[config.mk]
export PLATFORM = sky130hd
export DESIGN_NAME = ifetch_unit
export DESIGN_NICKNAME = d
export VERILOG_FILES = /design/src/rtl/ifetch_unit.sv
export SDC_FILE = /design/constraint.sdc
export NUM_CORES = 1
export LEC_CHECK = 0
export ABC_AREA = 1
export CAP_MARGIN = 10
export CORE_ASPECT_RATIO = 2
export CORE_MARGIN = 2
export CORE_UTILIZATION = 30
export CTS_CLUSTER_SIZE = 24
export DETAILED_ROUTE_END_ITERATION = 16
export HOLD_SLACK_MARGIN = 0.08
export SLEW_MARGIN = 20
export SYNTH_ARGS = -nofsm -noshare
export SYNTH_HDL_FRONTEND = slang
export SYNTH_SLANG_ARGS = --single-unit
[constraint.sdc]
create_clock -name clk -period 2.5 [get_ports clk]
set_clock_uncertainty 0.15 [all_clocks]
set_input_delay 0.75 -clock clk [delete_from_list [all_inputs] [get_ports clk]]
set_output_delay 0.75 -clock clk [all_outputs]
set_load 0.01 [all_outputs]
[src/rtl/ifetch_unit.sv]
// Instruction fetch stage: owns the PC, issues one imem read at a time and
// hands the fetched instruction to decode over a valid/ready handshake.
module ifetch_unit #(
    parameter logic [31:0] RESET_PC = 32'h0000_0000,
    parameter logic [31:0] NOP_INST = 32'h0000_0013
) (
    input  logic        clk,
    input  logic        rst,
    input  logic        redirect,
    input  logic [31:0] redirect_pc,
    output logic        imem_req,
    output logic [31:0] imem_addr,
    input  logic        imem_rvalid,
    input  logic [31:0] imem_rdata,
    output logic        inst_valid,
    input  logic        inst_ready,
    output logic [31:0] inst,
    output logic [31:0] pc,
    output logic [31:0] pc_plus4,
    output logic        misalign
);

    localparam logic [1:0] S_FETCH = 2'd0;
    localparam logic [1:0] S_WAIT  = 2'd1;
    localparam logic [1:0] S_HOLD  = 2'd2;
    localparam logic [1:0] S_HALT  = 2'd3;

    logic [1:0]  state;
    logic [31:0] fetch_pc;
    logic        drop;
    logic        redirect_bad;

    // A misaligned target halts the stage; HALT ignores every input but rst.
    assign redirect_bad = redirect && (redirect_pc[1:0] != 2'b00) && (state != S_HALT);

    assign imem_req  = (state == S_FETCH);
    assign imem_addr = {fetch_pc[31:2], 2'b00};

    // NOTE: all state uses non-blocking assignments so every register samples
    // the pre-edge values, independent of statement order within the block.
    always_ff @(posedge clk) begin
        if (rst) begin
            state      <= S_FETCH;
            fetch_pc   <= RESET_PC;
            drop       <= 1'b0;
            misalign   <= 1'b0;
            inst_valid <= 1'b0;
            inst       <= NOP_INST;
            pc         <= RESET_PC;
            pc_plus4   <= RESET_PC + 32'd4;
        end else if (redirect_bad) begin
            misalign   <= 1'b1;
            inst_valid <= 1'b0;
            inst       <= NOP_INST;
            state      <= S_HALT;
        end else begin
            case (state)
                S_FETCH: begin
                    state <= S_WAIT;
                    if (redirect) begin
                        drop     <= 1'b1;
                        fetch_pc <= redirect_pc;
                    end
                end
                S_WAIT: begin
                    if (redirect) begin
                        fetch_pc <= redirect_pc;
                        if (imem_rvalid) begin
                            drop  <= 1'b0;
                            state <= S_FETCH;
                        end else begin
                            drop <= 1'b1;
                        end
                    end else if (imem_rvalid) begin
                        if (drop) begin
                            drop  <= 1'b0;
                            state <= S_FETCH;
                        end else begin
                            inst       <= imem_rdata;
                            pc         <= fetch_pc;
                            pc_plus4   <= fetch_pc + 32'd4;
                            inst_valid <= 1'b1;
                            state      <= S_HOLD;
                        end
                    end
                end
                S_HOLD: begin
                    if (redirect) begin
                        inst_valid <= 1'b0;
                        inst       <= NOP_INST;
                        fetch_pc   <= redirect_pc;
                        state      <= S_FETCH;
                    end else if (inst_ready) begin
                        inst_valid <= 1'b0;
                        inst       <= NOP_INST;
                        fetch_pc   <= pc_plus4;
                        state      <= S_FETCH;
                    end
                end
                default: ;
            endcase
        end
    end

endmodule

==> flow_metrics.py, run 1 <==
metrics = {
    "outcome": {
        "status": "finished, final reports clean",
    },
    "route": {
        "drt_iter0_markers": 215,
        "via_per_inst": 4.620,
        "ant_nets": 0,
        "wl_per_cell_um": 15.10,
        "vias": 6232,
        "drt-pass1-iter-count": 5,
        "totalWireLength_um": 20370,
        "drc": 0,
    },
    "grt": {
        "grt_first_pass_wirelength_um": 31990,
        "grt_usage": 0.1868,
        "overflow": 0,
        "grt_pass1_vias": 6042,
        "grt_max_degree": 68,
        "antenna_found_initial": 0,
    },
    "flow_run": {
        "maxCapViolCount": 0,
    },
    "setup_path": {
        "crit_buf_inv": 1,
        "r2r_slack_ps": 580,
        "startpoint": "fetch_pc[7]",
        "cp_num_cells": 1,
        "r2r_start": "state[1]",
        "start_kind": "register",
        "r2r_cells": 10,
        "cpPeakStageDelay_ps": 590,
        "critical_path.max_fanout": 5,
        "path_cells": "clkdlybuf4s50_1",
        "path_delay_family": "buffers and inverters",
        "rr_endpoint": "pc_plus4[22]",
        "cp-end-kind": "primary output",
        "critPathCapture": "imem_addr[7]",
        "slowest_stage": "clkdlybuf4s50_1",
        "setup.worst_path.class": "register to primary output",
        "worstPathRequired_ps": 1600,
        "arrival_ps": 1480,
    },
    "synthesis": {
        "ys_seq_elements": 131,
        "synth_top_area_frac": 0.4236,
        "synth.area.top_cells": "dfxtp_1 42%, nand2_1 14%, a21oi_1 8.4%",
        "yosysWarnings": 0,
        "ys_seq_area_frac": 0.4236,
        "synth_area_um2": 6191,
        "synth_area_per_cell_um2": 6.910,
        "synth_top_cell_by_area": "dfxtp_1",
        "ys_types": 26,
        "synthCells": 896,
    },
    "timing": {
        "hold_viol": 0,
        "rsz0062_at_grt": "false",
        "fin_crit_ps": 2382,
        "finalSetupTns_ps": 0,
        "relSlewSlack": 0.6501,
        "holdWs_ps": 293.5,
        "worst_pin_slew_ps": 523.0,
        "finalSetupViolations": 0,
        "maxSlewViolCount": 0,
        "fin_crit_sh": 0.9529,
        "fmax_ghz": 0.4198,
    },
    "cells_and_area": {
        "fillers": 2069,
        "drive_above_1_share": 0.07387,
        "fin_nets": 1144,
        "insertedDiodeCount": 0,
        "final_core_utilization": 0.4458,
        "final_common_cell": "nand2_1",
        "multiInputGateArea_um2": 2729,
        "seqCellArea_um2": 2623,
        "final_cell_mix": "239 x nand2_1, 196 x clkdlybuf4s50_1, 131 x dfxtp_1, 104 x a21oi_1, 87 x inv_1",
        "area_growth_pct": 46.67,
    },
    "clocking": {
        "clock_sinks": 131,
        "post_cts_buffers": 0,
        "clock_path_buffers": 2,
        "clock_latency_ps": 420,
        "cts_tree": "done",
        "numCtsBuffers": 17,
        "path_clk_slew_ps": 60,
        "htreeDepth": 4,
        "cts_root_buf": "clkbuf_16",
    },
    "worst_hold_path": {
        "min_path_type": "register to register",
    },
    "floorplan": {
        "die_y_um": 207.2,
        "start_util": 0.3039,
        "rows": 74,
        "die_w_um": 105.6,
        "ioPinCount": 200,
        "core_area_um2": 20370,
        "die_area_um2": 21870,
    },
    "pwr": {
        "ir_drop_mv": 0.4163,
        "power_density_nw_per_um2": 671.8,
        "p_leak_uw": 0.003590,
    },
    "placed_design": {
        "io_buffers": 197,
        "hpwl_um": 15200,
        "gp_congestion": 0.8102,
    },
}
## cells by family after synthesis
family / Yosys count / share of synthesized area
xor+xnor: 13 / 0.01839
simple gates: 380 / 0.2470
other cells: 1 / 0.0006057
compound gates: 194 / 0.1629
buf+inv: 172 / 0.1374
fa+ha+maj: 5 / 0.01011
flops: 131 / 0.4236
## worst min path at each step
| stage | startpoint | to | slack (ps) | cells after the start |
|---|---|---|---|---|
| floorplan | fetch_pc[0] | fetch_pc[0] | 270 | 2 |
| global placement | fetch_pc[0] | fetch_pc[0] | 280 | 2 |
| detailed placement | fetch_pc[1] | fetch_pc[1] | 280 | 2 |
| CTS | fetch_pc[1] | fetch_pc[1] | 290 | 2 |
| global route | fetch_pc[1] | fetch_pc[1] | 310 | 2 |
| finish | fetch_pc[1] | fetch_pc[1] | 290 | 2 |
## timing repair
action / CTS / global route
gates resized for setup: 2 / 0
setup endpoints to repair: 1 / 0
hold buffers: 0 / 0
## sequential cells by signal, summed over array words and instances (netlist names)
signal and count:
state 2, drop 1, inst_valid 1, fetch_pc 32, pc_plus4 30, misalign 1
inst 32, pc 32
## layer usage
metal,up-vias,wire [µm],global-route usage
li1,3174,-,-
met1,2825,7450,0.1895
met2,192,10970,0.3459
met3,41,1188,0.04909
met4,0,762,0.09120
met5,-,0,0
## area by class of cell
type | count | share of cell area
clock inverters | 14 | 0.02232
inverters | 90 | 0.03721
well taps | 266 | 0.03665
repair buffers | 236 | 0.2672
multi-input cells | 594 | 0.3005
flip-flops and latches | 131 | 0.2888
clock buffers | 18 | 0.04726
## Yosys cell counts, drive strengths merged
master / n
ha: 5
a21oi: 104
dfxtp: 131
inv: 90
a31oi: 3
nor2: 85
or2: 1
nand3b: 1
o21ai: 75
xor2: 13
buf: 68
nand3: 51
clkbuf: 14
a211oi: 12
nand2: 239
conb: 1
nor3: 3
## power breakdown
| part | switching (µW) | internal, µW |
|---|---|---|
| Clock | 1010 | 1680 |
| Combinational | 517 | 522 |
| Sequential | 143 | 2220 |
| Total | 1670 | 4430 |
## stage by stage
| step | power (µW) | setup WS (ps) | cell area [µm²] | cells |
|---|---|---|---|---|
| 2_1_floorplan | 2941 | 609.1 | 6195 | 897 |
| 3_3_place_gp | 3452 | 13.46 | 8447 | 1317 |
| 3_5_place_dp | 3459 | -36.91 | 8447 | 1317 |
| 4_1_cts | 6182 | 79.25 | 9080 | 1349 |
| 5_1_grt | 6365 | 53.53 | 9080 | 1349 |
| 6_report | 6100 | 117.7 | 9080 | 1349 |
## worst reg2reg max path: cells and delay by family (launching register included)
| kind | cells | cell delay (ps) |
|---|---|---|
| simple gates | 5 | 500 |
| flops | 1 | 340 |
| buf+inv | 4 | 580 |
| fa+ha+maj | 1 | 290 |
No activity file was read; power rests on OpenSTA's default activity.
==> run 2, diff against run 1 <==
--- a/config.mk
+++ b/config.mk
@@ -9,7 +9,7 @@
 export CAP_MARGIN = 10
 export CORE_ASPECT_RATIO = 2
 export CORE_MARGIN = 2
-export CORE_UTILIZATION = 30
+export CORE_UTILIZATION = 35
 export CTS_CLUSTER_SIZE = 24
 export DETAILED_ROUTE_END_ITERATION = 16
 export HOLD_SLACK_MARGIN = 0.08
==> run 2 against run 1 <==
Net effect: combinational power is essentially flat; critical path depth is the same; clock-buffer cell count increased by 3; global-route usage grew 2.0 points; flip-flop and latch count stayed put; register-to-register slack about the same; highest routed layer unchanged; critical endpoint is now imem_addr[10].
==> flow_metrics.py, run 2 (synthesized netlist as in run 1, its figures left out) <==
metrics = {
    "timing": {
        "finalSetupTns_ps": 0,
        "fmax_ghz": 0.4194,
        "maxSlewViolCount": 0,
        "holdWs_ps": 293.8,
        "hold_viol": 0,
        "fin_crit_ps": 2384,
        "rsz0062_at_grt": "false",
        "finalSetupViolations": 0,
        "fin_crit_sh": 0.9538,
    },
    "clocking": {
        "htreeDepth": 4,
        "cts.repair.resized": 2,
        "clock_latency_ps": 420,
        "clock_sinks": 131,
        "cts_root_buf": "clkbuf_16",
        "path_clk_slew_ps": 60,
        "numCtsBuffers": 17,
        "cts_tree": "done",
        "post_cts_buffers": 0,
        "clock_path_buffers": 2,
        "cts_hold_buffers": 0,
    },
    "outcome": {
        "status": "finished, final reports clean",
    },
    "grt": {
        "grt_usage": 0.2066,
        "grt_max_degree": 54,
        "overflow": 0,
        "antenna_found_initial": 0,
        "grt_pass1_vias": 6044,
        "grt_first_pass_wirelength_um": 30850,
    },
    "pwr": {
        "ir_drop_mv": 0.4469,
        "power_density_nw_per_um2": 700.3,
        "p_leak_uw": 0.003549,
    },
    "floorplan": {
        "die_w_um": 98.05,
        "ioPinCount": 200,
        "die_area_um2": 18830,
        "rows": 68,
        "die_y_um": 192.1,
        "core_area_um2": 17270,
        "start_util": 0.3584,
    },
    "setup_path": {
        "arrival_ps": 1480,
        "slowest_stage": "clkdlybuf4s50_1",
        "setup.worst_path.class": "register to primary output",
        "critical_path.max_fanout": 6,
        "worstPathRequired_ps": 1600,
        "cpPeakStageDelay_ps": 590,
        "path_delay_family": "buffers and inverters",
        "crit_buf_inv": 1,
        "path_cells": "clkdlybuf4s50_1",
        "start_kind": "register",
        "cp-end-kind": "primary output",
    },
    "cells_and_area": {
        "multiInputGateArea_um2": 2729,
        "area_growth_pct": 44.48,
        "fillers": 1712,
        "seqCellArea_um2": 2623,
        "largest_registers": "fetch_pc x32, inst x32, pc x32",
        "final_common_cell": "nand2_1",
        "fin_nets": 1135,
        "final_cell_mix": "239 x nand2_1, 196 x clkdlybuf4s50_1, 131 x dfxtp_1, 104 x a21oi_1, 86 x inv_1",
        "drive_above_1_share": 0.06518,
        "insertedDiodeCount": 0,
    },
    "route": {
        "ant_nets": 0,
        "drc": 0,
        "wl_per_cell_um": 15.03,
        "via_per_inst": 4.736,
        "drt_iter0_markers": 199,
        "totalWireLength_um": 19300,
        "drt-pass1-iter-count": 5,
        "vias": 6081,
    },
    "placed_design": {
        "gp_congestion": 0.8452,
        "hpwl_um": 14610,
        "io_buffers": 197,
    },
    "worst_hold_path": {
        "min_path_type": "register to register",
    },
    "flow_run": {
        "maxCapViolCount": 0,
    },
}
run 2: cell types whose count changed in the layout (fill, tap and decap cells not counted), sizes merged:
cell / previous run / this run
buf: 39 / 30
bufinv: 4 / 6
clkbuf: 18 / 21
clkinv: 6 / 5
clkinvlp: 1 / 0
inv: 93 / 90
run 2: through the flow:
step | worst slack [ps] | total power (µW) | std cells | util | area, µm²
floorplan | 609.1 | 2941 | 897 | - | 6195
global placement | -30.59 | 3424 | 1252 | 0.4782 | 8259
detailed placement | -48.86 | 3428 | 1252 | 0.4782 | 8259
CTS | 84.15 | 6329 | 1284 | 0.5179 | 8945
global route | 62.28 | 6530 | 1284 | 0.5179 | 8945
finish | 115.5 | 6264 | 1284 | 0.5179 | 8945
run 2: per-layer routing:
layer / share of wire / vias to the layer above / GRT usage
li1: - / 3152 / -
met1: 0.36 / 2724 / 0.2003
met2: 0.55 / 176 / 0.3962
met3: 0.062 / 29 / 0.06295
met4: 0.029 / 0 / 0.08814
met5: 0 / - / 0
run 2: layout make-up:
| class | count | share of cell area |
|---|---|---|
| Sequential cell | 131 | 0.2932 |
| Multi-Input combinational cell | 594 | 0.3051 |
| Inverter | 90 | 0.03777 |
| Clock inverter | 11 | 0.02504 |
| Tap cell | 210 | 0.02937 |
| Clock buffer | 21 | 0.05148 |
| Timing Repair Buffer | 227 | 0.2581 |
run 2: worst paths after layout:
path | from | end | slack (ps) | depth (start not counted)
setup / recovery | fetch_pc[10] | imem_addr[10] | 120 | 1
hold / removal | fetch_pc[1] | fetch_pc[1] | 290 | 2
setup reg to reg | state[1] | pc_plus4[28] | 570 | 9
hold reg to reg | fetch_pc[1] | fetch_pc[1] | 290 | 2
run 2: where the power goes:
part           leakage (µW)  switching, µW  internal, µW  total, µW
Combinational       0.00215            506           507       1010
Clock              0.000332            955          1930       2890
Sequential          0.00107            138          2220       2360
